[src/rtl/seg_scan_ctrl_pkg.sv]
// Shared constants for the multiplexed 7-segment scanner: segment codes
// (a..g on bits 6..0, active-high) and parameter defaults.
package seg_scan_ctrl_pkg;

  typedef logic [6:0] seg_t;

  localparam int DEF_DIGITS = 4;
  localparam int DEF_DIV    = 50000;

  localparam seg_t SEG_BLANK = 7'b0000000;
  localparam seg_t SEG_0     = 7'b1111110;
  localparam seg_t SEG_1     = 7'b0110000;
  localparam seg_t SEG_2     = 7'b1101101;
  localparam seg_t SEG_3     = 7'b1111001;
  localparam seg_t SEG_4     = 7'b0110011;
  localparam seg_t SEG_5     = 7'b1011011;
  localparam seg_t SEG_6     = 7'b1011111;
  localparam seg_t SEG_7     = 7'b1110000;
  localparam seg_t SEG_8     = 7'b1111111;
  localparam seg_t SEG_9     = 7'b1111011;

endpackage

[src/rtl/seg_scan_ctrl_bcd7.sv]
// Combinational BCD to 7-segment decoder; non-decimal nibbles go dark.
module seg_scan_ctrl_bcd7
  import seg_scan_ctrl_pkg::*;
(
  input  logic [3:0] din,
  output logic [6:0] dout
);

  always_comb begin
    dout = SEG_BLANK;
    case (din)
      4'd0:    dout = SEG_0;
      4'd1:    dout = SEG_1;
      4'd2:    dout = SEG_2;
      4'd3:    dout = SEG_3;
      4'd4:    dout = SEG_4;
      4'd5:    dout = SEG_5;
      4'd6:    dout = SEG_6;
      4'd7:    dout = SEG_7;
      4'd8:    dout = SEG_8;
      4'd9:    dout = SEG_9;
      default: dout = SEG_BLANK;
    endcase
  end

endmodule

[src/rtl/seg_scan_ctrl.sv]
// Multiplexed 7-segment scan controller: prescaled digit rotation, shadow/active
// double buffering swapped only at frame boundaries, leading-zero blanking.
module seg_scan_ctrl
  import seg_scan_ctrl_pkg::*;
#(
  parameter int DIGITS   = DEF_DIGITS,
  parameter int DIV      = DEF_DIV,
  parameter int BLANK_LZ = 1
) (
  input  logic                  clk,
  input  logic                  rst,
  input  logic                  en,
  input  logic                  load,
  input  logic [4*DIGITS-1:0]   din,
  input  logic [DIGITS-1:0]     dp_in,
  output logic [6:0]            seg,
  output logic                  dp,
  output logic [DIGITS-1:0]     an,
  output logic                  frame
);

  localparam int CW = $clog2(DIV);
  localparam int IW = (DIGITS > 1) ? $clog2(DIGITS) : 1;

  logic [CW-1:0]             cnt;
  logic [IW-1:0]             idx;
  logic [DIGITS-1:0][3:0]    shd_nib, act_nib;
  logic [DIGITS-1:0]         shd_dp, act_dp;

  logic                      tick, last, boundary;
  logic [DIGITS-1:0]         lz;
  logic                      blank_cur;
  logic [3:0]                nib_cur;
  logic [6:0]                seg_dec;

  assign tick     = en && (cnt == CW'(DIV - 1));
  assign last     = (idx == IW'(DIGITS - 1));
  assign boundary = tick && last;

  // Prescaler and digit index; both freeze while en is low.
  always_ff @(posedge clk) begin
    if (rst) begin
      cnt <= '0;
      idx <= '0;
    end else if (en) begin
      if (tick) begin
        cnt <= '0;
        idx <= last ? '0 : idx + 1'b1;
      end else begin
        cnt <= cnt + 1'b1;
      end
    end
  end

  always_ff @(posedge clk) begin
    if (rst) begin
      shd_nib <= '0;
      shd_dp  <= '0;
    end else if (load) begin
      shd_nib <= din;
      shd_dp  <= dp_in;
    end
  end

  // A load on the boundary edge bypasses the shadow so it shows this frame.
  always_ff @(posedge clk) begin
    if (rst) begin
      act_nib <= '0;
      act_dp  <= '0;
    end else if (boundary) begin
      act_nib <= load ? din   : shd_nib;
      act_dp  <= load ? dp_in : shd_dp;
    end
  end

  // lz[i]: digit i and everything above it are zero.
  always_comb begin
    logic acc;
    acc = 1'b1;
    lz  = '0;
    for (int i = DIGITS - 1; i >= 0; i--) begin
      acc   = acc && (act_nib[i] == 4'd0);
      lz[i] = acc;
    end
  end

  assign nib_cur   = act_nib[idx];
  assign blank_cur = (BLANK_LZ != 0) && (idx != '0) && lz[idx];

  seg_scan_ctrl_bcd7 u_bcd7 (
    .din  (nib_cur),
    .dout (seg_dec)
  );

  // Slot's first cycle (cnt==0) is dead time to avoid ghosting between digits.
  always_ff @(posedge clk) begin
    if (rst) begin
      an    <= '0;
      seg   <= SEG_BLANK;
      dp    <= 1'b0;
      frame <= 1'b0;
    end else begin
      frame <= boundary;
      if (!en || cnt == '0) begin
        an  <= '0;
        seg <= SEG_BLANK;
        dp  <= 1'b0;
      end else begin
        an  <= DIGITS'(1) << idx;
        seg <= blank_cur ? SEG_BLANK : seg_dec;
        dp  <= !blank_cur && act_dp[idx];
      end
    end
  end

endmodule
[config.mk]
export PLATFORM = sky130hd
export DESIGN_NAME = seg_scan_ctrl
export DESIGN_NICKNAME = d
export VERILOG_FILES = /design/src/rtl/seg_scan_ctrl_pkg.sv /design/src/rtl/seg_scan_ctrl_bcd7.sv /design/src/rtl/seg_scan_ctrl.sv
export SDC_FILE = /design/constraint.sdc
export NUM_CORES = 1
export LEC_CHECK = 0
export CORE_ASPECT_RATIO = 2
export CORE_MARGIN = 2
export CORE_UTILIZATION = 45
export DETAILED_ROUTE_END_ITERATION = 10
export PLACE_DENSITY = 0.67
export REMOVE_ABC_BUFFERS = 1
export SYNTH_ARGS = -nofsm -noshare
export SYNTH_HDL_FRONTEND = slang
export SYNTH_SLANG_ARGS = --single-unit
[constraint.sdc]
create_clock -name clk -period 5.7 [get_ports clk]
set_input_delay 1.425 -clock clk [delete_from_list [all_inputs] [get_ports clk]]
set_output_delay 1.425 -clock clk [all_outputs]
set_load 0.02 [all_outputs]
==> qor.txt <==
Cell row count: 42
Met1 Use GR: 20.1%
CTS tree: yes
Clock power share: 48.8%
RSZ-0062 raised after global routing: no
Final Max Slew Viols: 0
WP data arrival: 3.78 ns
Clock Sinks: 71
Global route overflow: 0
TNS Setup: 0 ns
YS warnings: 0
Max-cap violation count: 0
Starting Density: 45.8%
Register area share after synthesis: 47.6%
IO Port Bufs: 36
Fin. Hold Viols: 0
Worst Path Required: 5.93 ns
Root buf cell: clkbuf_16
End of the worst hold path: act_dp[0]
Syn-to-layout area delta: 23.6%
Final period util: 62.2%
# DRC: 0
Max Buffers Root-to-Sink: 2
Die area: 7340 um2
Status: completed
Post-CTS sizing: 0
Busiest grt layer: met2
First-pass GRT wire length: 9470 um
Final #Nets: 359
CP Launch Type: input port
VDD IR-drop max: 0.000199 V
Via count: 2187
Sw Pwr: 0.230 mW
# diodes: 0
Drt total wl: 5480 um
Syn Inst Count: 293
Worst slew pin tran: 1.14 ns
Die Width: 61.6 um
Power per cell area: 303 nW/um2
Reg power frac: 45.9%
Hold Startpoint: act_dp[0]
Die Height: 119 um
Synth Cell Area: 2990 um2
Int Pwr: 0.887 mW
Vias in the first global route: 2147
First-pass DRT Iterations: 4
Worst Hold Depth: 1
CTS Hold Bufs: 0
Top_reg_cell synth: dfxtp_1
Switching Share: 20.6%
Final setup fails: 0
Async set-reset flop share out of synthesis: 0%
Overall power: 1.12 mW
Core ar.: 6520 um2
Antenna violations before repair: 0
Initial DRC Count: 50
R2R Setup Slk: 3.15 ns
Highest Clock Rate: 282 MHz
Synthesized flop and latch total: 71
P_leak: 1.35 nW
Final Wtd Congestion: 0.883
Clock slew at reported path FFs: 0.06 ns
Setup bufs post-CTS: 0
H-tree depth: 3
Combinational cell fraction of total power: 5.3%
Top cells by area, synth: dfxtp_1 (48%), mux2i_1 (7.7%), o2bb2ai_1 (5.9%)
Min Clock Period, post-route: 3.55 ns
Final Skew: 0.00934 ns
Cell taking the most area after synthesis: dfxtp_1
Crit path launch: rst
R2r endpoint: seg[0]
Routed length per instance: 13.1 um
Most used cells in the layout excluding fill and tap cells: dfxtp_1 (71), nor2_1 (37), clkdlybuf4s50_1 (36)
Gr usage total: 17.2%
Worst R2R Start: idx[0]
Fillers: 622
Post-DP HPWL: 3920 um
Most common cell after layout, fill and taps aside: dfxtp_1
CP endpoint kind: flop
R2R cell count: 5
Worst slew margin: 24.1%
Ports: 37
M3 GR Usage: 5.65%
M2 GR Usage: 27.8%
Mean Syn Cell Area: 10.2 um2
Library cells used by synthesis: 41
Share of the synthesized area in the top cell type: 47.6%
Worst skew pair latency: 0.33 ns
Drt via density: 5.24
Share of cells above drive strength 1: 8.81%
Crit path kind: in2reg
Largest net degree at the start of global routing: 27
Antenna Nets Post-Route: 0
Number of synthesized flops with an enable pin: 0
Cts bufs inserted: 9
CP max FO: 26
Hold crit path type: reg2reg
## layer usage
metal  share of wire [%]  up-vias  wire length [um]
met5                   0        -                 0
met4                 1.8        0                99
met3                 4.3        7               238
met2                  50       44              2750
met1                  44     1012              2400
li1                    -     1124                 -
## final cells by class
type	count	area, um2	area share (%)
Clock buffer	10	239	6.48
Inverter	10	37.5	1.02
Sequential cell	71	1420	38.5
Tap cell	88	110	2.99
Multi-Input combinational cell	195	1450	39.2
Timing Repair Buffer	38	375	10.2
Clock inverter	5	58.8	1.59
## worst max-delay path, cell delays in order
cell and delay [ns]:
clkdlybuf4s50_1 0.89, inv_1 0.35, nand4_1 0.69, o2bb2ai_1 0.42
## power groups by stage
stage | combinational (mW) | clock (mW) | sequential (mW)
2_1_floorplan | 0.0238 | 0 | 0.525
3_3_place_gp | 0.0594 | 0 | 0.522
3_5_place_dp | 0.0605 | 0 | 0.523
4_1_cts | 0.0608 | 0.558 | 0.512
5_1_grt | 0.0664 | 0.577 | 0.513
6_report | 0.0597 | 0.545 | 0.512
## through the flow
step                      setup slack, ns  cell area (um2)  hold WS [ns]  utilization [%]  std cells
after CTS                            2.10             3690         0.468             56.6        417
after detailed placement             1.71             3390         0.455             52.0        402
after floorplan                      2.90             2910         0.427                -        276
after global routing                 1.85             3690         0.486             56.6        417
final                                2.15             3690         0.463             56.6        417
after global placement               1.97             3390         0.441             52.0        402
## how the worst max path moves through the flow
stage                  end  slack [ns]
2_1_floorplan       idx[0]        2.90
3_3_place_gp    act_nib[1]        1.97
3_5_place_dp     act_dp[1]        1.71
4_1_cts          act_dp[1]        2.10
5_1_grt         act_nib[8]        1.85
6_report       act_nib[10]        2.15
## logic make-up (layout without fill, tap and decap cells)
group	count (synthesis)	after routing	synth area share, %
adder cells (fa/ha/maj)	10	10	4.19
buffers and inverters	27	63	3.94
AND/OR/NAND/NOR	96	96	16.8
flip-flops	71	71	47.6
XOR/XNOR	12	12	3.52
AO/OA/AOI/OAI	48	48	12.1
multiplexers	29	29	11.9
## cells in the mapped netlist, types with 2 or more instances
library cell / count
dfxtp_1: 71
and4_1: 2
nand2b_1: 3
nor3b_1: 2
xnor2_1: 5
nor3_1: 10
o21ai_0: 5
nand4_1: 9
xor2_1: 7
nand2_1: 8
a211oi_1: 2
clkbuf_1: 9
mux4_2: 5
inv_1: 10
nand3_1: 4
nor2_1: 37
o211ai_1: 2
o2bb2ai_1: 20
a21oi_1: 11
o31ai_1: 2
buf_2: 7
mux2i_1: 23
or4_1: 3
and3_1: 3
a31oi_1: 2
nor4_1: 6
ha_1: 10
nor4b_1: 2
## flip-flops by register name, summed over array words and instances (netlist names)
name,cells
shd_dp,4
frame,1
idx,2
act_dp,4
shd_nib,16
seg,7
dp,1
cnt,16
act_nib,16
an,4
(Power assumes the default switching activity.)
